File: config.mk
export PLATFORM = sky130hd
export DESIGN_NAME = if_stage
export DESIGN_NICKNAME = d
export VERILOG_FILES = /design/src/rtl/if_stage.sv
export SDC_FILE = /design/constraint.sdc
export NUM_CORES = 1
export LEC_CHECK = 0
export ABC_AREA = 1
export BUFFER_PORTS_ARGS = -buffer_cell sky130_fd_sc_hd__buf_2
export CAP_MARGIN = 20
export CELL_PAD_IN_SITES_DETAIL_PLACEMENT = 0
export CELL_PAD_IN_SITES_GLOBAL_PLACEMENT = 2
export CORE_ASPECT_RATIO = 1.1
export CORE_UTILIZATION = 25
export CTS_CLUSTER_DIAMETER = 50
export DETAILED_ROUTE_END_ITERATION = 6
export HOLD_SLACK_MARGIN = 0.06
export PLACE_DENSITY_LB_ADDON = 0.05
export SLEW_MARGIN = 20
export SYNTH_ARGS = -nofsm -noshare
export SYNTH_HDL_FRONTEND = slang
export SYNTH_SLANG_ARGS = --single-unit
File: constraint.sdc
create_clock -name clk -period 2 [get_ports clk]
set_clock_uncertainty 0.2 [all_clocks]
set_input_delay 0 -clock clk [delete_from_list [all_inputs] [get_ports clk]]
set_output_delay 0 -clock clk [all_outputs]
set_load 0.01 [all_outputs]
File: src/rtl/if_stage.sv
// Instruction fetch stage: PC register, imem address drive and IF/ID register.
// Branch redirect flushes the IF/ID slot; freeze holds both PC and IF/ID.
module if_stage #(
    parameter logic [31:0] RESET_PC = 32'h0000_0000,
    parameter int unsigned PC_STEP  = 4
) (
    input  logic        clk,
    input  logic        rst_n,
    input  logic        freeze,
    input  logic        branch_taken,
    input  logic [31:0] branch_addr,
    output logic [31:0] imem_addr,
    input  logic [31:0] imem_data,
    output logic [31:0] pc,
    output logic [31:0] instruction,
    output logic        valid
);

    logic [31:0] pc_q;
    logic [31:0] pc_seq;
    logic [31:0] target;

    assign pc_seq    = pc_q + 32'(PC_STEP);
    assign target    = {branch_addr[31:2], 2'b00};
    assign imem_addr = pc_q;

    always_ff @(posedge clk) begin
        if (!rst_n) begin
            pc_q <= RESET_PC;
        end else if (branch_taken) begin
            pc_q <= target;
        end else if (!freeze) begin
            pc_q <= pc_seq;
        end
    end

    // A taken branch kills the word fetched this cycle, even under freeze.
    always_ff @(posedge clk) begin
        if (!rst_n || branch_taken) begin
            pc          <= 32'h0;
            instruction <= 32'h0;
            valid       <= 1'b0;
        end else if (!freeze) begin
            pc          <= pc_seq;
            instruction <= imem_data;
            valid       <= 1'b1;
        end
    end

endmodule

==> results of run 1 <==
-- synth_stat cells, types with 2 or more instances --
cell                       number
sky130_fd_sc_hd__inv_1         36
sky130_fd_sc_hd__buf_4          6
sky130_fd_sc_hd__o21bai_1       2
sky130_fd_sc_hd__a21oi_1       36
sky130_fd_sc_hd__o211ai_1       3
sky130_fd_sc_hd__nand4_1        4
sky130_fd_sc_hd__nor2_2         4
sky130_fd_sc_hd__xnor2_1        2
sky130_fd_sc_hd__dfxtp_1       93
sky130_fd_sc_hd__a32oi_1       19
sky130_fd_sc_hd__nand3_1       34
sky130_fd_sc_hd__inv_2          3
sky130_fd_sc_hd__xor2_1         3
sky130_fd_sc_hd__buf_1          4
sky130_fd_sc_hd__nor2_1        41
sky130_fd_sc_hd__clkbuf_1      10
sky130_fd_sc_hd__nand2_1      236
sky130_fd_sc_hd__a22oi_1        6
sky130_fd_sc_hd__nor3_1         2
sky130_fd_sc_hd__buf_2          8
sky130_fd_sc_hd__nor2_4         4
sky130_fd_sc_hd__o21ai_0        7
sky130_fd_sc_hd__nand2_2        2
-- cells in the final DEF, fill, tap and decap left out, types with 2 or more instances in the layout --
| master | instances |
|---|---|
| sky130_fd_sc_hd__a21oi_1 | 36 |
| sky130_fd_sc_hd__buf_4 | 18 |
| sky130_fd_sc_hd__buf_2 | 158 |
| sky130_fd_sc_hd__nor2_1 | 39 |
| sky130_fd_sc_hd__nand2_2 | 2 |
| sky130_fd_sc_hd__nand3_1 | 34 |
| sky130_fd_sc_hd__clkbuf_8 | 2 |
| sky130_fd_sc_hd__inv_1 | 36 |
| sky130_fd_sc_hd__o21bai_1 | 2 |
| sky130_fd_sc_hd__nor2_4 | 4 |
| sky130_fd_sc_hd__nor3_1 | 2 |
| sky130_fd_sc_hd__conb_1 | 4 |
| sky130_fd_sc_hd__clkbuf_16 | 9 |
| sky130_fd_sc_hd__xnor2_1 | 2 |
| sky130_fd_sc_hd__a32oi_1 | 19 |
| sky130_fd_sc_hd__dlygate4sd3_1 | 108 |
| sky130_fd_sc_hd__o21ai_0 | 7 |
| sky130_fd_sc_hd__dfxtp_1 | 90 |
| sky130_fd_sc_hd__nand2_1 | 236 |
| sky130_fd_sc_hd__nor2_2 | 6 |
| sky130_fd_sc_hd__o211ai_1 | 3 |
| sky130_fd_sc_hd__inv_2 | 3 |
| sky130_fd_sc_hd__dfxtp_2 | 3 |
| sky130_fd_sc_hd__nand4_1 | 4 |
| sky130_fd_sc_hd__xor2_1 | 3 |
| sky130_fd_sc_hd__a22oi_1 | 6 |
-- worst register-to-register path: stages, from the launching register on --
cell and delay [ns]:
sky130_fd_sc_hd__dfxtp_1 0.43, sky130_fd_sc_hd__ha_1 0.20, sky130_fd_sc_hd__nand2_1 0.08, sky130_fd_sc_hd__inv_1 0.10
sky130_fd_sc_hd__nor2_1 0.06, sky130_fd_sc_hd__nand2_1 0.09, sky130_fd_sc_hd__nand3_1 0.07, sky130_fd_sc_hd__dlygate4sd3_1 0.56
-- report_power, final --
part           total [uW]  switching, uW  internal, uW  leakage [uW]
sequential           2000           76.5          1920      0.000760
combinational         564            270           294       0.00243
clock                1810            765          1050      0.000149
-- area by class of cell --
type	instances	area [um2]	area share [%]
Clock inverter	4	55.05	0.8444
Clock buffer	12	256.5	3.934
Sequential cell	93	1866	28.61
Inverter	39	146.4	2.245
Multi-Input combinational cell	415	1919	29.44
Timing Repair Buffer	285	2027	31.09
Tap cell	200	250.2	3.838
-- logic make-up after synthesis --
kind of cell / count (synthesis)
flip-flops: 93
AO/OA/AOI/OAI: 75
adder cells (fa/ha/maj): 1
AND/OR/NAND/NOR: 330
other: 1
XOR/XNOR: 5
buffers and inverters: 67
-- worst max-delay path by stage --
stage | to | cells past startpoint | slack [ns] | start
floorplan | imem_addr[18]$_SDFFE_PN0P_ | 8 | 0.36 | imem_addr[2]$_SDFFE_PN0P_
global placement | imem_addr[22]$_SDFFE_PN0P_ | 9 | 0.17 | imem_addr[2]$_SDFFE_PN0P_
detailed placement | imem_addr[22]$_SDFFE_PN0P_ | 9 | 0.13 | imem_addr[2]$_SDFFE_PN0P_
CTS | imem_addr[9]$_SDFFE_PN0P_ | 7 | 0.10 | imem_addr[2]$_SDFFE_PN0P_
global route | imem_addr[18]$_SDFFE_PN0P_ | 8 | 0.01 | imem_addr[2]$_SDFFE_PN0P_
finish | imem_addr[4]$_SDFFE_PN0P_ | 7 | 0.11 | imem_addr[2]$_SDFFE_PN0P_
-- through the flow --
stage | cells | instance area [um2] | worst slack (ns) | util [%]
final | 1048 | 6520 | 0.1095 | 41.44
after global routing | 1048 | 6520 | 0.009642 | 41.44
after CTS | 1046 | 6499 | 0.1016 | 41.30
after detailed placement | 922 | 5106 | 0.1282 | 32.45
after global placement | 922 | 5106 | 0.1667 | 32.45
after floorplan | 575 | 4060 | 0.3578 | -
-- flip-flops by register name, indices dropped and copies added (netlist names) --
register     flops
imem_addr       30
pc              30
valid            1
instruction     32
-- repair_timing --
action	4_1_cts	5_1_grt
endpoints found under the hold margin	79	0
hold buffers	108	0
resized for setup	0	4
endpoints found under the setup margin	0	5
setup buffers	0	2
-- metal layers --
layer  vias up  GRT usage [%]  routed length (um)
met5         -              0                   0
met3         9          4.966                 914
met1      2087          21.91                6454
met4         0          5.288                 133
met2       117          32.65                7323
li1       2372              -                   -
==> results.md, run 1 <==
- In this run, synthesis produced a sequential element count of 93.
- The later pin in the worst-skew pair is clocked with a latency of 0.35 ns.
- The number of top-level pins is 165.
- After floorplanning, the core was sized to cover 15740 um2.
- For the worst setup path, the data arrival time is 1.93 ns.
- The area of the mapped netlist is 4049 um2.
- Ranked by total cell area, the synthesized netlist is headed by sky130_fd_sc_hd__dfxtp_1 46%, sky130_fd_sc_hd__nand2_1 22%, sky130_fd_sc_hd__a21oi_1 4.4%, sky130_fd_sc_hd__nand3_1 4.2%, sky130_fd_sc_hd__a32oi_1 4.1%.
- The register area share after synthesis is 45.98%.
- The share of synthesized area in the top cell type comes to 45.98%.
- In this design, the critical path's most frequently occurring cell is sky130_fd_sc_hd__nand2_1.
- The number of different library cells used by synthesis comes to 30.
- Dividing the synthesized area by the synthesized cell count gives 7.078 um2.
- The first detailed-routing pass took 4 iterations.
- After routing, the total negative slack on setup checks comes to 0 ns.
- The number of global-route vias before repair was 4562.
- The startpoint type of the worst setup path is a flip-flop.
- The HPWL after detailed placement is 10410 um.
- The cell count after synthesis came out at 572.
- Total power for the finished layout comes to 4375 uW.
- The fraction of the mapped netlist area in adder cells is 0.3090%.
- The first-iteration detailed-routing DRC count is 188.
- For this run, asynchronously set or reset flops after synthesis account for 0%.
- The die width is 123.3 um.
- The final critical delay including setup and external delays is 1.890 ns.
- Compared with the post-synthesis result, the final layout area differs by 61.03%.
- The complex-gate fraction of the synthesized area is 11.80%.
- The flow ran to the end, and the final reports show no timing, DRC or antenna violations.
- The destination of the worst register-to-register timing path is imem_addr[4]$_SDFFE_PN0P_.
- The terminating pin of the worst hold path is imem_addr[19]$_SDFFE_PN0P_.
- The count of antenna diodes in the layout is 0.
- The weighted congestion reported at the end of routability-driven placement is 0.7895.
- The cell family with the largest share of critical-path delay is buffers and inverters.
- The synthesized design spends more area on one cell type than any other, namely sky130_fd_sc_hd__dfxtp_1.
- The share of the clock period used by the worst path after layout is 94.52%.
- The number of nets at the end of the flow is 912.
- Across the run, the number of max-cap violations was 0.
- STA classifies the critical path endpoint as a flip-flop.
- On the critical path, the stage with the largest delay is an instance of sky130_fd_sc_hd__dlygate4sd3_1.
- In this design, the stage delay of the slowest critical-path cell is 0.56 ns.
- For this run, the top clock speed supported by timing is 529.0 MHz.
- The initial antenna violation count was 0.
- The measured slew at the worst slew-check pin is 0.6806 ns.
- The final number of max-transition violations was 0.
- During placement, the flow inserted port buffers numbering 158.
- The aggregate routed wire length is 14830 um.
- The leakage power is 0.003335 uW.
- Clock tree synthesis inserted a total of 9 buffers.
- After detailed routing, the number of remaining DRC violations is 0.
- The final hold violation count is 0.
- Of the total synthesized cell area, the portion taken by AND, OR, NAND and NOR gates is 33.71%.
- The number of routed nets with antenna violations is 0.
- The count of cells along the worst register-to-register path is 7.
- The die boundary height is 135.5 um.
- The global router's overall resource usage is 18.58%.
- The wire length per cell is 14.15 um.
- The maximum vdd drop is 0.3524 mV.
- The combinational family with the most area after synthesis is simple AND/OR/NAND/NOR gates.
- In this run, synthesis inferred 0 flip-flops with an integrated enable.
- Of the cells placed in the final design, the portion with a size suffix greater than 1 is 25.00%.
- The xor and xnor area share after synthesis is 1.082%.
- The initialized floorplan defines 48 standard-cell rows.
- The overall via count from detail_route is 4585.
- The start-to-end type of the worst setup path is reg -> reg.
- The first-pass GRT wire length is 23440 um.
- Power spread over the standard cell area amounts to 671.1 nW/um2.
- The path class of the tightest hold or removal check is in -> reg.
- The number of cells on the worst hold path is 5.
- The largest net degree at the start of global routing is 35.
- The relative max-transition margin is 54.58%.
- The CTS H-tree depth is 3.
- The post-route worst hold slack is 0.05559 ns.
- After global routing the overflow that remains totals 0.
- The die covers 16710 um2.
- Yosys printed 0 warnings.
- The predominant post-synthesis flop cell is sky130_fd_sc_hd__dfxtp_1.
- The number of sinks handled by clock tree synthesis is 93.
- The required time of the critical path is 2.04 ns.
- The critical-path maximum fanout is 6.
- Setup repair after global routing left no endpoint under its margin.
- Counting both buffers and inverters, the worst setup path holds a total of 2.
- The root buffer cell chosen for the clock tree is sky130_fd_sc_hd__clkbuf_16.
- The effective utilization at floorplan is 25.73%.
- The per-cell via count in the routed design is 4.375.
- The number of fillers in the final layout is 1708.
- The critical path goes through ha_1, nand2_1, inv_1, nor2_1, nand2_1, nand3_1, dlygate4sd3_1.
- The TritonCTS clock tree is built.
- The startpoint identified for the worst hold timing path is branch_taken.
- The worst register-to-register path begins at imem_addr[2]$_SDFFE_PN0P_.
- The internal reg-to-reg setup slack is 0.11 ns.
- Setup violations remaining at the end of the flow were counted as 0.
- The multiplexer share of the synthesized area is 0%.
- The clock tree buffer depth is 2.
- Clock-pin slew was measured on the worst setup and hold paths at 0.07 ns.
Power figures use the tool's default switching activity.
==> run 2: changes to the inputs <==
==> constraint.sdc (replaced) <==
create_clock -name clk -period 2 [get_ports clk]
set_clock_uncertainty 0.2 [all_clocks]
set_input_delay 0.2 -clock clk [delete_from_list [all_inputs] [get_ports clk]]
set_output_delay 0.2 -clock clk [all_outputs]
set_load 0.01 [all_outputs]
==> results.md, run 2 (synthesis gave the netlist of run 1 again) <==
- The critical path data arrival time was 1.85 ns (-0.08 ns).
- The final hold violation count was 0 (unchanged).
- The maximum vdd drop is 0.3445 mV (-2.2%).
- The first-iteration detailed-routing DRC count was 155 (-18%).
- The die width was 123.3 um (unchanged).
- Setup repair after global routing left no endpoint under its margin.
- The number of sinks handled by clock tree synthesis was 93 (unchanged).
- STA classifies the critical path startpoint as a flip-flop.
- The power density over cell area is 691.5 nW/um2 (+3.0%).
- The utilization after layout came to 38.27% (-3.2 points).
- The count of TritonRoute iterations in the first routing pass is 4 (unchanged).
- The sort of element at the end of the critical path is a flip-flop.
- The growth of design area from synthesis to finish is 48.73%.
- The die boundary height is 135.5 um (unchanged).
- The final global-route overflow total is 0 (unchanged).
- The number of setup violations in the final report is 0 (unchanged).
- The total half-perimeter wirelength after legalization and detailed placement came to 10230 um (-1.8%).
- The placement row count is 48 (unchanged).
- The run finished with clean final reports.
- The final critical delay including setup and external delays came to 1.825 ns (-0.06514 ns).
- The wire length per cell is 13.92 um (-1.6%).
- The number of buffers created by CTS is 9 (unchanged).
- The critical-path maximum fanout came to 7 (+1).
- TritonCTS built the clock tree.
- The share of the clock period used by the worst path after layout is 91.27% (-3.3 points).
- The fraction of final layout cells with drive strength greater than 1 is 25.97% (+0.97 points).
- The flip-flop count of the largest register after layout came to 32 (unchanged).
- The clock tree buffer depth is 2 (unchanged).
- The first-pass GRT wire length is 21980 um (-6.2%).
- The number of fillers in the final layout is 1706 (-0.12%).
- The weighted congestion reported at the end of routability-driven placement is 0.8217 (+4.1%).
- The start-to-end type of the worst setup path is reg -> reg.
- The worst min-delay path category is in -> reg.
- The number of routed nets with antenna violations is 0 (unchanged).
- The per-cell via count in the routed design is 4.443 (+1.6%).
- The total negative slack for setup checks is 0 ns (unchanged).
- The initial antenna violation count was 2 (+2).
- The CTS clock-pin slew for the worst setup and hold paths is 0.07 ns (about the same).
- The count of input and output buffers is 158 (unchanged).
- The effective utilization at floorplan is 25.73% (unchanged).
- The final number of max-transition violations is 0 (unchanged).
- The global router's overall resource usage came to 17.35% (-1.2 points).
- The max-capacitance violation count is 0 (unchanged).
- The largest net degree at the start of global routing is 39 (+11%).
- The remaining design rule violation count came to 0 (unchanged).
- The aggregate routed wire length is 13940 um (-6.0%).
- The number of global-route vias before repair is 4281 (-6.2%).
- The leakage power is 0.003044 uW (-8.7%).
- The number of nets at the end of the flow is 865 (-5.2%).
- The tree is rooted in a sky130_fd_sc_hd__clkbuf_16.
- The overall power of the completed layout is 4164 uW (-4.8%).
- The register name with the most flops is instruction.
- The number of top-level pins is 165 (unchanged).
- The core area was 15740 um2 (unchanged).
- The library cell used most frequently in the layout, excluding fill and tap cells, is sky130_fd_sc_hd__nand2_1.
- The CTS H-tree depth came to 3 (unchanged).
- The internal reg-to-reg setup slack is 0.17 ns (+0.07 ns).
- The latest clock arrival within the worst-skew pair is 0.35 ns (about the same).
- The required time of the critical path was 2.03 ns (about the same).
- The full die area is 16710 um2 (unchanged).
- The overall via count from detail_route is 4452 (-2.9%).
- The maximum frequency from static timing analysis is 547.9 MHz (+3.6%).
- Leaving out fill and tap cells, the most frequent cells in the layout are 236 x sky130_fd_sc_hd__nand2_1, 158 x sky130_fd_sc_hd__buf_2, 93 x sky130_fd_sc_hd__dfxtp_1, 62 x sky130_fd_sc_hd__dlygate4sd3_1, 39 x sky130_fd_sc_hd__nor2_1.
==> run 2: cell types whose count changed in the layout (fill, tap and decap cells not counted), sizes merged <==
| cell | change |
|---|---|
| dlygate4sd3 | -46 |
| bufinv | -1 |
| buf | -1 |
| diode | +1 |
| clkinv | +2 |
| clkbuf | -1 |
==> run 2: metrics by stage <==
stage,cell area [um2],setup WS (ns),hold WS [ns],instances
2_1_floorplan,4060,0.3578,0.1051,575
3_3_place_gp,5114,0.1494,0.2007,923
3_5_place_dp,5114,0.1015,0.2050,923
4_1_cts,6012,0.08936,0.07730,1001
5_1_grt,6020,0.03463,0.1134,1001
6_report,6022,0.1747,0.08168,1002
==> run 2: routing by layer <==
metal  vias to the layer above  routed length (um)  track usage (%)
met5                         -                  10                0
met2                        98                6895            30.11
li1                       2286                   -                -
met4                         2                 195            5.689
met1                      2053                6084            20.28
met3                        13                 758            4.966
==> run 2: timing repair <==
| item | CTS | global route |
|---|---|---|
| hold endpoints to repair | 62 | 0 |
| buffers inserted | 0 | 0 |
| gates resized for setup | 0 | 2 |
| hold buffers | 62 | 0 |
| setup endpoints to repair | 0 | 10 |
==> run 2: path summary, 6_finish.rpt <==
| path | cells past startpoint | to | from |
|---|---|---|---|
| worst max-delay path | 7 | imem_addr[13]$_SDFFE_PN0P_ | imem_addr[2]$_SDFFE_PN0P_ |
| worst min-delay path | 3 | imem_addr[10]$_SDFFE_PN0P_ | rst_n |
| worst max register to register | 7 | imem_addr[13]$_SDFFE_PN0P_ | imem_addr[2]$_SDFFE_PN0P_ |
| worst min register to register | 2 | pc[12]$_SDFFE_PP0N_ | pc[12]$_SDFFE_PP0N_ |
==> run 2: critical path, cell delays in order (launching register included) <==
cell	delay (ns)
sky130_fd_sc_hd__dfxtp_1	0.44
sky130_fd_sc_hd__inv_1	0.11
sky130_fd_sc_hd__nor2_4	0.22
sky130_fd_sc_hd__nand2_1	0.10
sky130_fd_sc_hd__nor2_1	0.32
sky130_fd_sc_hd__a21oi_1	0.10
sky130_fd_sc_hd__o21ai_0	0.13
sky130_fd_sc_hd__nand2_1	0.08
==> run 2: power breakdown <==
part / internal (uW) / switching (uW)
clock network: 881 / 772
logic: 254 / 259
registers: 1920 / 74.0
total: 3060 / 1110
==> run 2: final cells by class <==
cell class	count	area [um2]	share of cell area, %
diodes	1	2.502	0.04155
multi-input cells	415	1924	31.96
inverters	39	146.4	2.431
well taps	200	250.2	4.155
clock buffers	11	242.7	4.031
flip-flops and latches	93	1862	30.92
repair buffers	238	1559	25.89
clock inverters	5	35.03	0.5818
==> run 3: changes to the inputs <==
--- a/config.mk
+++ b/config.mk
@@ -5,13 +5,12 @@
 export SDC_FILE = /design/constraint.sdc
 export NUM_CORES = 1
 export LEC_CHECK = 0
-export ABC_AREA = 1
 export BUFFER_PORTS_ARGS = -buffer_cell sky130_fd_sc_hd__buf_2
 export CAP_MARGIN = 20
 export CELL_PAD_IN_SITES_DETAIL_PLACEMENT = 0
 export CELL_PAD_IN_SITES_GLOBAL_PLACEMENT = 2
 export CORE_ASPECT_RATIO = 1.1
-export CORE_UTILIZATION = 25
+export CORE_UTILIZATION = 28
 export CTS_CLUSTER_DIAMETER = 50
 export DETAILED_ROUTE_END_ITERATION = 6
 export HOLD_SLACK_MARGIN = 0.06
==> results.md, run 3 <==
- The overall via count from detail_route was 4435 (-0.38%).
- The area fraction of the dominant cell type after synthesis is 42.87% (-3.1 points).
- The remaining design rule violation count is 0 (unchanged).
- STA classifies the critical path endpoint as a flip-flop.
- The start-to-end type of the worst setup path is reg -> reg.
- The count of TritonRoute iterations in the first routing pass is 5 (+1).
- The area occupied by registers is 1886 um2 (+1.3%).
- The register area share after synthesis came to 42.87% (-3.1 points).
- The CTS H-tree depth came to 3 (unchanged).
- The critical path data arrival time came to 1.97 ns (+0.12 ns).
- The total half-perimeter wirelength after legalization and detailed placement is 10630 um (+4.0%).
- The run finished with clean final reports.
- The power density over cell area came to 659.5 nW/um2 (-4.6%).
- The overall power of the completed layout is 4525 uW (+8.7%).
- The area of the mapped netlist is 4343 um2 (+7.3%).
- The number of fillers in the final layout is 1510 (-11%).
- The post-route worst hold slack is 0.06755 ns (-0.01413 ns).
- The final hold violation count came to 0 (unchanged).
- The biggest cell delay along the critical path came to 0.35 ns (-0.09 ns).
- The number of nets at the end of the flow came to 831 (-3.9%).
- The wire length per cell came to 14.87 um (+6.8%).
- The largest area contributor in the synthesized netlist is sky130_fd_sc_hd__dfxtp_1.
- The number of sinks handled by clock tree synthesis is 93 (unchanged).
- The final critical delay including setup and external delays is 1.946 ns (+0.1211 ns).
- The worst min-delay path category is in -> reg.
- By instance count, the leading cell after synthesis is sky130_fd_sc_hd__dfxtp_1.
- The startpoint type of the worst setup path is a flip-flop.
- The number of warnings reported in the yosys synthesis log is 0 (unchanged).
- The number of setup violations in the final report is 0 (unchanged).
- The number of cells produced by synthesis is 495 (-13%).
- The per-cell via count in the routed design came to 4.605 (+3.7%).
- The number of global-route vias before repair came to 4473 (+4.5%).
- The maximum frequency from static timing analysis is 513.8 MHz (-6.2%).
- The unique cell type count in the Yosys netlist was 41 (+37%).
- The TritonCTS clock tree is built.
- Setup repair after global routing could not meet its margin everywhere.
- The final number of max-transition violations was 0 (unchanged).
- The share of synthesized registers carrying an async set or reset is 0% (unchanged).
- The first-iteration detailed-routing DRC count came to 90 (-42%).
- The aggregate routed wire length came to 14320 um (+2.7%).
- The largest net degree at the start of global routing is 52 (+33%).
- The clock tree buffer depth is 2 (unchanged).
- The share of the clock period used by the worst path after layout is 97.32% (+6.1 points).
- The latest clock arrival within the worst-skew pair came to 0.35 ns (about the same).
- The buffer type at the clock tree root is sky130_fd_sc_hd__clkbuf_16.
- Leaving out fill and tap cells, the most frequent cell in the layout is sky130_fd_sc_hd__buf_2.
- The flip-flop count of the largest register after layout is 32 (unchanged).
- The required time of the critical path is 2.03 ns (about the same).
- In the layout the commonest cells are 158 x sky130_fd_sc_hd__buf_2, 78 x sky130_fd_sc_hd__dfxtp_1, 75 x sky130_fd_sc_hd__buf_4, 62 x sky130_fd_sc_hd__dlygate4sd3_1, 54 x sky130_fd_sc_hd__nor2_1.
- The first-pass GRT wire length came to 22470 um (+2.2%).
- The full die area is 16010 um2 (-4.2%).
- By area the synthesized netlist is led by sky130_fd_sc_hd__dfxtp_1 43%, sky130_fd_sc_hd__mux2i_1 8.3%, sky130_fd_sc_hd__xnor2_1 6.9%, sky130_fd_sc_hd__o21ai_0 6.0%, sky130_fd_sc_hd__a21oi_1 5.6%.
- The core area is 15110 um2 (-4.0%).
- The weighted congestion reported at the end of routability-driven placement came to 0.8325 (+1.3%).
- The number of buffer and inverter stages on the critical path is 2 (+1).
- For this run, the leading register cell type out of synthesis is sky130_fd_sc_hd__dfxtp_1.
- The signal on the critical path passes through nand4_1, buf_4, nor3_2, buf_4, nand4_1, xor2_1, a21oi_1.
- The fraction of final layout cells with drive strength greater than 1 is 38.33% (+12 points).
- The CTS clock-pin slew for the worst setup and hold paths is 0.07 ns (about the same).
- The count of input and output buffers came to 158 (unchanged).
- The number of flip-flops and latches in the synthesized netlist is 93 (unchanged).
- The register with the most flip-flops in the final layout is instruction.
- The per-instance average area after synthesis is 8.774 um2 (+24%).
- Compared with the post-synthesis result, the final layout area differs by 57.99%.
- The number of flops mapped to enable cells by yosys was 0 (unchanged).
- The worst-path cell with the longest stage delay is sky130_fd_sc_hd__dfxtp_2.
- The initial antenna violation count is 0 (-2).
- The number of buffers created by CTS is 9 (unchanged).
- The count of antenna diodes in the layout is 0 (-1).
- The global router's overall resource usage came to 18.16% (+0.81 points).
- The maximum vdd drop is 0.3530 mV (+2.5%).
- The final global-route overflow total was 0 (unchanged).
- The effective utilization at floorplan is 28.74% (+3.0 points).
- The placement row count is 47 (-2.1%).
- The combined area of the multi-input logic cells is 2372 um2 (+23%).
- The number of top-level pins is 165 (unchanged).
- The critical-path maximum fanout is 5 (-2).
- Counting instances in the post-synthesis netlist gives the leading cell types as 93 x sky130_fd_sc_hd__dfxtp_1, 54 x sky130_fd_sc_hd__nor2_1, 52 x sky130_fd_sc_hd__o21ai_0, 49 x sky130_fd_sc_hd__a21oi_1, 36 x sky130_fd_sc_hd__mux2i_1.
- The number of routed nets with antenna violations is 0 (unchanged).
- The die width came to 120.7 um (-2.1%).
- The cell family with the largest share of critical-path delay is simple AND/OR/NAND/NOR gates.
- The max-capacitance violation count was 0 (unchanged).
- The leakage power is 0.003073 uW (+0.94%).
- The die boundary height is 132.6 um (-2.1%).
## run 3: kinds of logic (layout without fill, tap and decap cells)
| logic type | Yosys count | in the layout | synth area share, % |
|---|---|---|---|
| fa+ha+maj | 1 | 1 | 0.2881 |
| simple gates | 153 | 153 | 19.36 |
| compound gates | 108 | 108 | 12.88 |
| other cells | 1 | 4 | 0.08635 |
| xor+xnor | 54 | 54 | 10.89 |
| buf+inv | 49 | 318 | 5.330 |
| mux | 36 | 36 | 8.297 |
| flops | 93 | 93 | 42.87 |
## run 3: final cells by class
class	instances	area share [%]
multi-input combinational	356	34.57
timing repair buffer	299	29.81
sequential	93	27.48
tap	196	3.574
clock buffer	11	3.538
clock inverter	5	0.8570
inverter	3	0.1641
## run 3: worst paths after layout
path | end | from | slack, ns | depth (start not counted)
max reg2reg | pc[20]$_SDFFE_PP0N_ | imem_addr[10]$_SDFFE_PN0P_ | 0.05 | 7
max | pc[20]$_SDFFE_PP0N_ | imem_addr[10]$_SDFFE_PN0P_ | 0.05 | 7
min reg2reg | pc[7]$_SDFFE_PP0N_ | pc[7]$_SDFFE_PP0N_ | 0.26 | 2
min | imem_addr[15]$_SDFFE_PN0P_ | branch_addr[15] | 0.07 | 3
## run 3: repair_timing
action / in CTS / in global routing
buffers inserted: 0 / 6
setup endpoints to repair: 7 / 23
hold buffers: 62 / 0
hold endpoints to repair: 61 / 0
pin swaps: 0 / 9
gates cloned: 0 / 0
resized for setup: 4 / 31
## run 3: per-layer routing
layer / vias up / routed length (um) / global-route usage [%]
met5: - / 0 / 0
met2: 109 / 7559 / 33.52
met1: 2055 / 5842 / 19.93
met3: 21 / 613 / 3.534
li1: 2250 / - / -
met4: 0 / 299 / 7.819
## run 3: metrics by stage
stage	cell area (um2)	std cells	worst slack [ns]	TNS (ns)	util, %
2_1_floorplan	4355	498	0.01443	0	-
6_report	6862	963	0.05361	0	45.40
3_3_place_gp	5764	880	-0.04996	-0.05648	38.14
4_1_cts	6701	958	-0.007503	-0.007503	44.34
3_5_place_dp	5764	880	-0.05243	-0.06272	38.14
5_1_grt	6862	963	-0.04331	-0.08503	45.40
## run 3: worst min-delay path, cell delays in order
cell and delay [ns]:
sky130_fd_sc_hd__buf_2 0.07, sky130_fd_sc_hd__o21ai_0 0.09, sky130_fd_sc_hd__a21oi_1 0.19
## run 3: power breakdown
part	internal, uW	switching (uW)	total (uW)	leakage [uW]
registers	1940	76.3	2020	0.000768
logic	387	348	735	0.00216
clock network	1010	766	1770	0.000142
total	3330	1190	4530	0.00307
